## src/rtl/usb_link_ctrl.sv

```systemverilog
// usb_link_ctrl: USB link-state controller between the PHY and the packet engines.
//   Decodes the filtered line state into bus reset, suspend and host-resume events,
//   and owns the PHY transmit pins: packet drive in ACTIVE, forced K during remote
//   wakeup, idle otherwise. All durations are in clk cycles.
// Ports:
//   clk, rst                      clock; asynchronous active-high reset
//   phy_rx_dp/dn, phy_rx_chg      filtered line levels and edge indication
//   phy_tx_dp/dn/en               drive to the PHY (combinational mux from state)
//   pkt_tx_dp/dn/en               packet transmitter drive
//   rwk_ena, rwk_req              remote wakeup enable / single-cycle request
//   line_state                    registered {dp,dn}
//   bus_reset, suspend, rwk_busy  state levels
//   bus_reset_stb, resume_stb     one-cycle pulses on state entry
module usb_link_ctrl #(
  parameter int RST_TICKS      = 120,
  parameter int SUSP_TICKS     = 144000,
  parameter int RWK_IDLE_TICKS = 240000,
  parameter int RWK_TICKS      = 96000,
  parameter int CNT_W          = 18
) (
  input  logic       clk,
  input  logic       rst,
  input  logic       phy_rx_dp,
  input  logic       phy_rx_dn,
  input  logic       phy_rx_chg,
  output logic       phy_tx_dp,
  output logic       phy_tx_dn,
  output logic       phy_tx_en,
  input  logic       pkt_tx_dp,
  input  logic       pkt_tx_dn,
  input  logic       pkt_tx_en,
  input  logic       rwk_ena,
  input  logic       rwk_req,
  output logic [1:0] line_state,
  output logic       bus_reset,
  output logic       bus_reset_stb,
  output logic       suspend,
  output logic       resume_stb,
  output logic       rwk_busy
);

  typedef enum logic [2:0] {
    S_ACTIVE, S_RESET, S_SUSPEND, S_RWK_PEND, S_RWK
  } state_t;

  localparam logic [1:0] LS_SE0 = 2'b00;
  localparam logic [1:0] LS_K   = 2'b01;
  localparam logic [1:0] LS_J   = 2'b10;

  localparam logic [CNT_W-1:0] RST_LIM  = CNT_W'(RST_TICKS - 1);
  localparam logic [CNT_W-1:0] SUSP_LIM = CNT_W'(SUSP_TICKS - 1);
  localparam logic [CNT_W-1:0] IDLE_LIM = CNT_W'(RWK_IDLE_TICKS - 1);
  localparam logic [CNT_W-1:0] RWK_LIM  = CNT_W'(RWK_TICKS - 1);
  localparam logic [CNT_W-1:0] CNT_MAX  = '1;

  state_t           state_q, state_d;
  logic [1:0]       ls_q;
  logic [CNT_W-1:0] cnt_q, cnt_d, cnt_inc;
  logic             rst_stb_q, rst_stb_d;
  logic             res_stb_q, res_stb_d;
  logic             keep_cnt;
  logic [1:0]       rx_s;

  assign rx_s    = {phy_rx_dp, phy_rx_dn};
  assign cnt_inc = (cnt_q == CNT_MAX) ? cnt_q : cnt_q + CNT_W'(1);

  always_comb begin
    state_d = state_q;
    unique case (state_q)
      S_ACTIVE: begin
        if (ls_q == LS_SE0 && cnt_q == RST_LIM)     state_d = S_RESET;
        else if (ls_q == LS_J && cnt_q == SUSP_LIM) state_d = S_SUSPEND;
      end
      S_RESET: if (ls_q != LS_SE0) state_d = S_ACTIVE;
      S_SUSPEND, S_RWK_PEND: begin
        // K (host resume) wins over everything, then bus reset, then wakeup logic
        if (ls_q == LS_K)                            state_d = S_ACTIVE;
        else if (ls_q == LS_SE0 && cnt_q == RST_LIM) state_d = S_RESET;
        else if (state_q == S_SUSPEND) begin
          if (rwk_req && rwk_ena)                    state_d = S_RWK_PEND;
        end
        else if (!rwk_ena)                           state_d = S_SUSPEND;
        else if (ls_q == LS_J && cnt_q >= IDLE_LIM)  state_d = S_RWK;
      end
      S_RWK: if (cnt_q == RWK_LIM) state_d = S_ACTIVE;
      default: state_d = S_ACTIVE;
    endcase
  end

  // Idle time accumulated in SUSPEND carries into RWK_PEND; in RWK the counter
  // times our own K drive and ignores whatever the line shows.
  always_comb begin
    keep_cnt = (state_d == state_q) || (state_q == S_SUSPEND && state_d == S_RWK_PEND);
    cnt_d    = '0;
    if (keep_cnt) begin
      if (state_q == S_RWK)                      cnt_d = cnt_inc;
      else if (rx_s != ls_q || phy_rx_chg)       cnt_d = '0;
      else                                       cnt_d = cnt_inc;
    end
  end

  always_comb begin
    rst_stb_d = (state_d == S_RESET) && (state_q != S_RESET);
    res_stb_d = (state_d == S_ACTIVE) &&
                (state_q == S_SUSPEND || state_q == S_RWK_PEND || state_q == S_RWK);
  end

  always_ff @(posedge clk or posedge rst) begin
    if (rst) begin
      state_q   <= S_ACTIVE;
      ls_q      <= 2'b00;
      cnt_q     <= '0;
      rst_stb_q <= 1'b0;
      res_stb_q <= 1'b0;
    end else begin
      state_q   <= state_d;
      ls_q      <= rx_s;
      cnt_q     <= cnt_d;
      rst_stb_q <= rst_stb_d;
      res_stb_q <= res_stb_d;
    end
  end

  always_comb begin
    phy_tx_dp = 1'b0;
    phy_tx_dn = 1'b0;
    phy_tx_en = 1'b0;
    if (state_q == S_ACTIVE) begin
      phy_tx_dp = pkt_tx_dp;
      phy_tx_dn = pkt_tx_dn;
      phy_tx_en = pkt_tx_en;
    end else if (state_q == S_RWK) begin
      phy_tx_dn = 1'b1;
      phy_tx_en = 1'b1;
    end
  end

  assign line_state    = ls_q;
  assign bus_reset     = (state_q == S_RESET);
  assign bus_reset_stb = rst_stb_q;
  assign suspend       = (state_q == S_SUSPEND) || (state_q == S_RWK_PEND);
  assign resume_stb    = res_stb_q;
  assign rwk_busy      = (state_q == S_RWK_PEND) || (state_q == S_RWK);

endmodule

```

## config.mk

```make
export PLATFORM = sky130hd
export DESIGN_NAME = usb_link_ctrl
export DESIGN_NICKNAME = d
export VERILOG_FILES = /design/src/rtl/usb_link_ctrl.sv
export SDC_FILE = /design/constraint.sdc
export NUM_CORES = 1
export LEC_CHECK = 0
export CAP_MARGIN = 20
export CORE_UTILIZATION = 45
export DETAILED_ROUTE_END_ITERATION = 6
export GPL_TIMING_DRIVEN = 1
export HOLD_SLACK_MARGIN = 0.05
export PLACE_DENSITY = 0.68
export SLEW_MARGIN = 15
export SYNTH_ARGS = -nofsm -noshare
export SYNTH_HDL_FRONTEND = slang
export SYNTH_SLANG_ARGS = --single-unit
```

## constraint.sdc

```tcl
create_clock -name clk -period 3.5 [get_ports clk]
set_input_delay 0.7 -clock clk [delete_from_list [all_inputs] [get_ports clk]]
set_output_delay 0.7 -clock clk [all_outputs]
set_load 0.005 [all_outputs]
```

==> results of run 1 <==
## synthesized netlist by cell type (2+ instances only)
cell type	instances	area, µm²
dfrtp_1	25	626
nor2_1	20	75.1
nand2_1	14	52.6
xor2_1	13	114
nand4_1	11	68.8
nor2_2	11	68.8
nand3_1	9	45.0
a21oi_1	5	25.0
inv_1	5	18.8
and3_1	4	25.0
buf_2	4	20.0
nor3_1	4	20.0
nor4_1	4	25.0
o21ai_0	4	20.0
o21a_1	3	22.5
and2_1	2	12.5
buf_6	2	22.5
mux2i_1	2	20.0
nand2b_1	2	12.5
nand3b_1	2	15.0
nor2b_1	2	12.5
nor4b_1	2	17.5
o211ai_1	2	15.0
or3_1	2	12.5
xnor2_1	2	17.5
## kinds of logic after synthesis
logic type | count (synthesis) | share of synthesized area (%)
AOI/OAI and AO/OA | 28 | 14.3
xor gates and xnor gates | 15 | 8.18
adders and majority gates | 1 | 0.779
buffers and inverters | 12 | 4.05
DFF | 25 | 39.0
muxes | 3 | 1.95
and+or+nand+nor | 93 | 31.7
## power by group through the flow
stage	clock [W]	combinational (W)	sequential, W
after floorplan	0	0.00000869	0.000297
after global placement	0	0.0000245	0.000297
after detailed placement	0	0.0000250	0.000297
after CTS	0.000139	0.0000250	0.000292
after global routing	0.000145	0.0000268	0.000292
final	0.000130	0.0000245	0.000292
## final cells by class
| cell class | instances | area (µm²) |
|---|---|---|
| inverter | 5 | 18.8 |
| fill | 297 | 1550 |
| clock buffer | 4 | 26.3 |
| timing repair buffer | 20 | 198 |
| sequential | 25 | 626 |
| multi-input combinational | 140 | 915 |
| tap | 46 | 57.6 |
## layer usage
layer | up-vias | track usage (%) | part of all wire [%]
li1 | 671 | - | -
met1 | 650 | 30.2 | 45
met2 | 45 | 36.7 | 48
met3 | 11 | 2.48 | 4.1
met4 | 0 | 12.1 | 2.7
met5 | - | 0 | 0
## worst register-to-register path, delay by kind of cell, from the launching register on
kind | cells | cell delay (ps)
compound gates | 4 | 1050
flops | 1 | 440
fa+ha+maj | 1 | 260
simple gates | 3 | 580
buf+inv | 1 | 280
## path summary, 6_finish.rpt
| check | from | end | slack, ps |
|---|---|---|---|
| worst max register to register | cnt_q[0] | cnt_q[2] | 770 |
| min in group asynchronous | rst | cnt_q[5] | 860 |
| worst min-delay path | cnt_q[6] | cnt_q[6] | 620 |
| worst max-delay path | cnt_q[0] | cnt_q[2] | 770 |
| max in group asynchronous | rst | cnt_q[2] | 2060 |
| worst min register to register | cnt_q[6] | cnt_q[6] | 620 |
## stage by stage
stage	cell area, µm²	hold slack [ps]	utilization [%]
6_report	1840	615	54.3
3_5_place_dp	1810	592	53.5
2_1_floorplan	1610	529	-
5_1_grt	1840	662	54.3
4_1_cts	1840	628	54.3
3_3_place_gp	1810	583	53.5
## flip-flops by register name (all words and copies together), names as in the netlist
register	flops
resume_stb	1
line_state	2
cnt_q	18
bus_reset_stb	1
state_q	3
==> impl_metrics.csv, run 1 <==
group,metric,value,unit
placed_design,portBuffers,19,
timing,finClkSkew,9.26,ps
power_and_ir_drop,p_total,0.000446,W
worst_hold_path,hp-class,"reg -> reg",
die,die_area,3810,µm²
worst_hold_path,hold_path_depth,2,
timing,fin_crit_sh,77.9,%
power_and_ir_drop,p_comb_share,5.5,%
synthesis,synth.yosys.seq_area_share,39.0,%
timing,finalMaxSlewViolations,0,
global_routing,grt_usage,22.7,%
clocking,clock_latency,320,ps
timing,setup_slack,774,ps
power_and_ir_drop,p_int,0.000348,W
die,ios,20,
critical_path,rr_worst_depth,9,
die,rows,21,
run_status,outcome,"finished clean",
synthesis,synth-edff-count,0,
power_and_ir_drop,switching_share,22.1,%
global_routing,grt_first_pass_wirelength,6370,µm
power_and_ir_drop,cellPowerDensity,242,nW/µm²
synthesis,postSynthCellCount,177,
layout,final_common_cell,"dfrtp_1",
clocking,cts.clk_slew.worst_paths,140,ps
timing,slew_headroom,38.0,%
power_and_ir_drop,clkPwrFrac,29.1,%
critical_path,cp_num_buf_inv,1,
critical_path,worstPathRequired,3710,ps
power_and_ir_drop,p_leak,0.690,nW
critical_path,path_delay_family,"compound AO/OA/AOI/OAI gates",
critical_path,arrival,2940,ps
critical_path,cp.depth,9,
synthesis,ys_types,46,
route,num_vias,1377,
die,die_y,61.7,µm
clocking,cts_tree,"yes",
critical_path,cp-end-kind,"register",
placed_design,hpwl,2700,µm
clocking,cts_max_level,1,
synthesis,synth_seq_cells,25,
layout,final_cell_mix,"dfrtp_1 (25), nor2_1 (20), clkdlybuf4s50_1 (19), nand2_1 (14), xor2_1 (13)",
flow_run,cap_viol_max_count,0,
layout,diodes,0,
clocking,cts_root_buf,"clkbuf_4",
synthesis,syn_area,1610,µm²
clocking,cts.sink_count,25,
placed_design,place.gp.congestion,0.881,
layout,drive_gt1_share,12.4,%
route,antenna_left,0,
die,floorplan.initialDensity,47.4,%
global_routing,antenna_found_initial,0,
power_and_ir_drop,seqPwrFrac,65.4,%
critical_path,crit_chain,"ha_1, nand4_1, nor2_2, a311o_1, a2bb2oi_1, a21oi_1, o31ai_4, buf_4, nor2_1",
synthesis,ys_warn_count,0,
critical_path,worstSetupStartpointType,"register",
synthesis,synth_nets,188,
power_and_ir_drop,ir_drop,0.159,mV
timing,final_hold_viol_count,0,
critical_path,worstSetupPathType,"reg -> reg",
critical_path,critPathMaxFanout,18,
clocking,clock_path_buffers,2,
timing,period_needed,2730,ps
route,wl,3580,µm
timing,rsz0062_at_grt,"no",
synthesis,synth_flop_cell,"dfrtp_1",
global_routing,grt_max_degree,26,
clocking,ctsResizeCount,0,
clocking,cts_hold_buf,0,
global_routing,gr-total-overflow,0,
placed_design,dp.cells,236,
synthesis,synth_area_per_cell,9.07,µm²
power_and_ir_drop,switchingPower,0.0000987,W
die,fp.coreArea,3390,µm²
die,die_x,61.7,µm
placed_design,place_ws,760,ps
route,wire_per_inst,14.9,µm
route,drc,0,
critical_path,cpPeakStageDelay,440,ps
critical_path,worst_path_max_delay_cell,"dfrtp_1",
timing,setup_tns,0,ps
global_routing,grt_pass1_vias,1368,
layout,nets,206,
layout,final_cells,240,
synthesis,synthArstFlopShare,100,%
route,first_pass_iters,4,
timing,tightest_slew,929,ps
timing,setup_violations,0,
timing,fmax,0.367,GHz
clocking,numCtsBuffers,3,
route,drt-vias-per-instance,5.74,
layout,area_delta_synth_final,14.7,%
clocking,post-cts-setup-buffers,0,
route,drt_iter0_drc,100,
Power figures use the tool's default switching activity.
==> run 2: changes to the inputs <==
==> constraint.sdc (replaced) <==
create_clock -name clk -period 2.6 [get_ports clk]
set_input_delay 0.52 -clock clk [delete_from_list [all_inputs] [get_ports clk]]
set_output_delay 0.52 -clock clk [all_outputs]
set_load 0.005 [all_outputs]
==> run 2 against run 1 <==
Highest routed layer unchanged; largest power group unchanged; clock power up 35%; sequential cell count stayed put; global-route usage up 0.49 points; wire length rose by 8.6%; final area grew 9.0%.
==> impl_metrics.csv, run 2 (synthesis gave the netlist of run 1 again) <==
group,metric,value,unit
run_status,outcome,"finished clean",
critical_path,critPathLaunch,"cnt_q[8]",
route,num_vias,1467,
power_and_ir_drop,p_comb_share,5.8,%
layout,final_cell_mix,"dfrtp_1 (23), nor2_1 (20), clkdlybuf4s50_1 (19), buf_4 (15), nand2_1 (14)",
flow_run,cap_viol_max_count,0,
power_and_ir_drop,cellPowerDensity,301,nW/µm²
worst_hold_path,hp-class,"in -> async",
global_routing,antenna_found_initial,0,
global_routing,grt_pass1_vias,1448,
power_and_ir_drop,switching_share,22.3,%
timing,rsz0062_at_grt,"no",
die,rows,21,
critical_path,rr_endpoint,"cnt_q[14]",
layout,nets,221,
timing,finClkSkew,5.67,ps
power_and_ir_drop,seqPwrFrac,65.0,%
timing,finalMaxSlewViolations,0,
critical_path,worst_path_max_delay_cell,"dfrtp_2",
timing,setup_tns,0,ps
layout,largest_reg_flops,18,
placed_design,hpwl,2890,µm
route,wl,3890,µm
layout,diodes,0,
critical_path,worstSetupStartpointType,"register",
clocking,cts.clk_slew.worst_paths,140,ps
layout,drive_gt1_share,21.1,%
die,die_y,61.7,µm
clocking,cts_root_buf,"clkbuf_4",
critical_path,worstSetupPathType,"reg -> reg",
critical_path,worstPathRequired,2830,ps
route,drc,0,
die,die_area,3810,µm²
layout,final_common_cell,"dfrtp_1",
global_routing,grt_usage,23.2,%
power_and_ir_drop,switchingPower,0.000135,W
critical_path,crit_chain,"a2111oi_4, nor3_1, a311o_1, a221o_2, a211oi_4, o31ai_4, buf_12, a211oi_2",
critical_path,critPathMaxFanout,18,
route,antenna_left,0,
critical_path,cpPeakStageDelay,480,ps
die,fp.coreArea,3390,µm²
global_routing,grt_max_degree,26,
critical_path,rr_worst_depth,8,
timing,fmax,0.399,GHz
clocking,numCtsBuffers,3,
timing,setup_slack,96.5,ps
clocking,clock_latency,320,ps
timing,setup_violations,0,
route,drt-vias-per-instance,5.75,
global_routing,gr-total-overflow,0,
power_and_ir_drop,p_int,0.000469,W
die,die_x,61.7,µm
timing,fin_crit_sh,96.3,%
critical_path,reg2reg_from,"cnt_q[8]",
critical_path,crit_path_end,"cnt_q[14]",
power_and_ir_drop,clkPwrFrac,29.2,%
die,floorplan.initialDensity,47.4,%
clocking,cts_tree,"yes",
placed_design,place.gp.congestion,0.942,
route,wire_per_inst,15.2,µm
placed_design,portBuffers,19,
global_routing,grt_first_pass_wirelength,6490,µm
power_and_ir_drop,ir_drop,0.247,mV
timing,slew_headroom,66.8,%
critical_path,arrival,2740,ps
clocking,clock_path_buffers,2,
route,drt_iter0_drc,98,
power_and_ir_drop,p_leak,0.762,nW
timing,tightest_slew,497,ps
layout,area_delta_synth_final,25.0,%
clocking,cts.sink_count,25,
critical_path,cp-end-kind,"register",
route,first_pass_iters,4,
critical_path,r2r_slack,100,ps
timing,period_needed,2500,ps
layout,final_util,59.2,%
clocking,cts_hold_buf,0,
layout,largest-register,"cnt_q",
die,ios,20,
timing,final_hold_viol_count,0,
placed_design,place_ws,26.0,ps
clocking,cts_max_level,1,
[run 2: changes by cell type in the layout (fill, tap and decap cells not counted), sizes merged]
cell,delta
buf,+15
[run 2: repair_timing]
item	CTS	global route
endpoints found under the setup margin	1	18
gates cloned	0	0
pin swaps	0	1
gates resized for setup	1	6
buffers inserted	0	4
[run 2: metrics by stage]
step / hold WS (ps) / instances / cell area, µm² / total power (W)
floorplan: 529 / 177 / 1610 / 0.000412
global placement: 566 / 247 / 1910 / 0.000434
detailed placement: 568 / 247 / 1910 / 0.000435
CTS: 542 / 251 / 1940 / 0.000605
global route: 555 / 255 / 2010 / 0.000626
finish: 531 / 255 / 2010 / 0.000604
[run 2: worst max-delay path, delay by kind of cell (launching register included)]
family	cells	cell delay, ps
AOI/OAI and AO/OA	6	1670
DFF	1	480
and+or+nand+nor	1	80
buffers and inverters	1	180
[run 2: routing by layer]
metal / track usage (%) / routed length, µm / up-vias
met5: 0 / 0 / -
met4: 7.94 / 89 / 0
met1: 30.3 / 1670 / 699
met2: 39.9 / 1930 / 52
li1: - / - / 702
met3: 2.90 / 201 / 14
[run 2: worst min-delay path by stage]
stage          startpoint        end  slack (ps)
2_1_floorplan    cnt_q[6]   cnt_q[6]         530
3_3_place_gp     cnt_q[6]   cnt_q[6]         570
3_5_place_dp     cnt_q[6]   cnt_q[6]         570
4_1_cts               rst   cnt_q[3]         540
5_1_grt               rst   cnt_q[3]         550
6_report              rst  cnt_q[11]         530
[run 2: area by class of cell]
type | instances | area, µm²
multi-input combinational | 140 | 953
sequential | 25 | 628
fill | 286 | 1380
inverter | 5 | 18.8
clock buffer | 4 | 26.3
tap | 46 | 57.6
timing repair buffer | 35 | 323
[run 2: power by group through the flow]
stage / registers, W / clock network (W) / logic, W
global route: 0.000393 / 0.000193 / 0.0000391
finish: 0.000393 / 0.000176 / 0.0000348
detailed placement: 0.000400 / 0 / 0.0000351
CTS: 0.000393 / 0.000178 / 0.0000352
global placement: 0.000400 / 0 / 0.0000341
floorplan: 0.000400 / 0 / 0.0000117
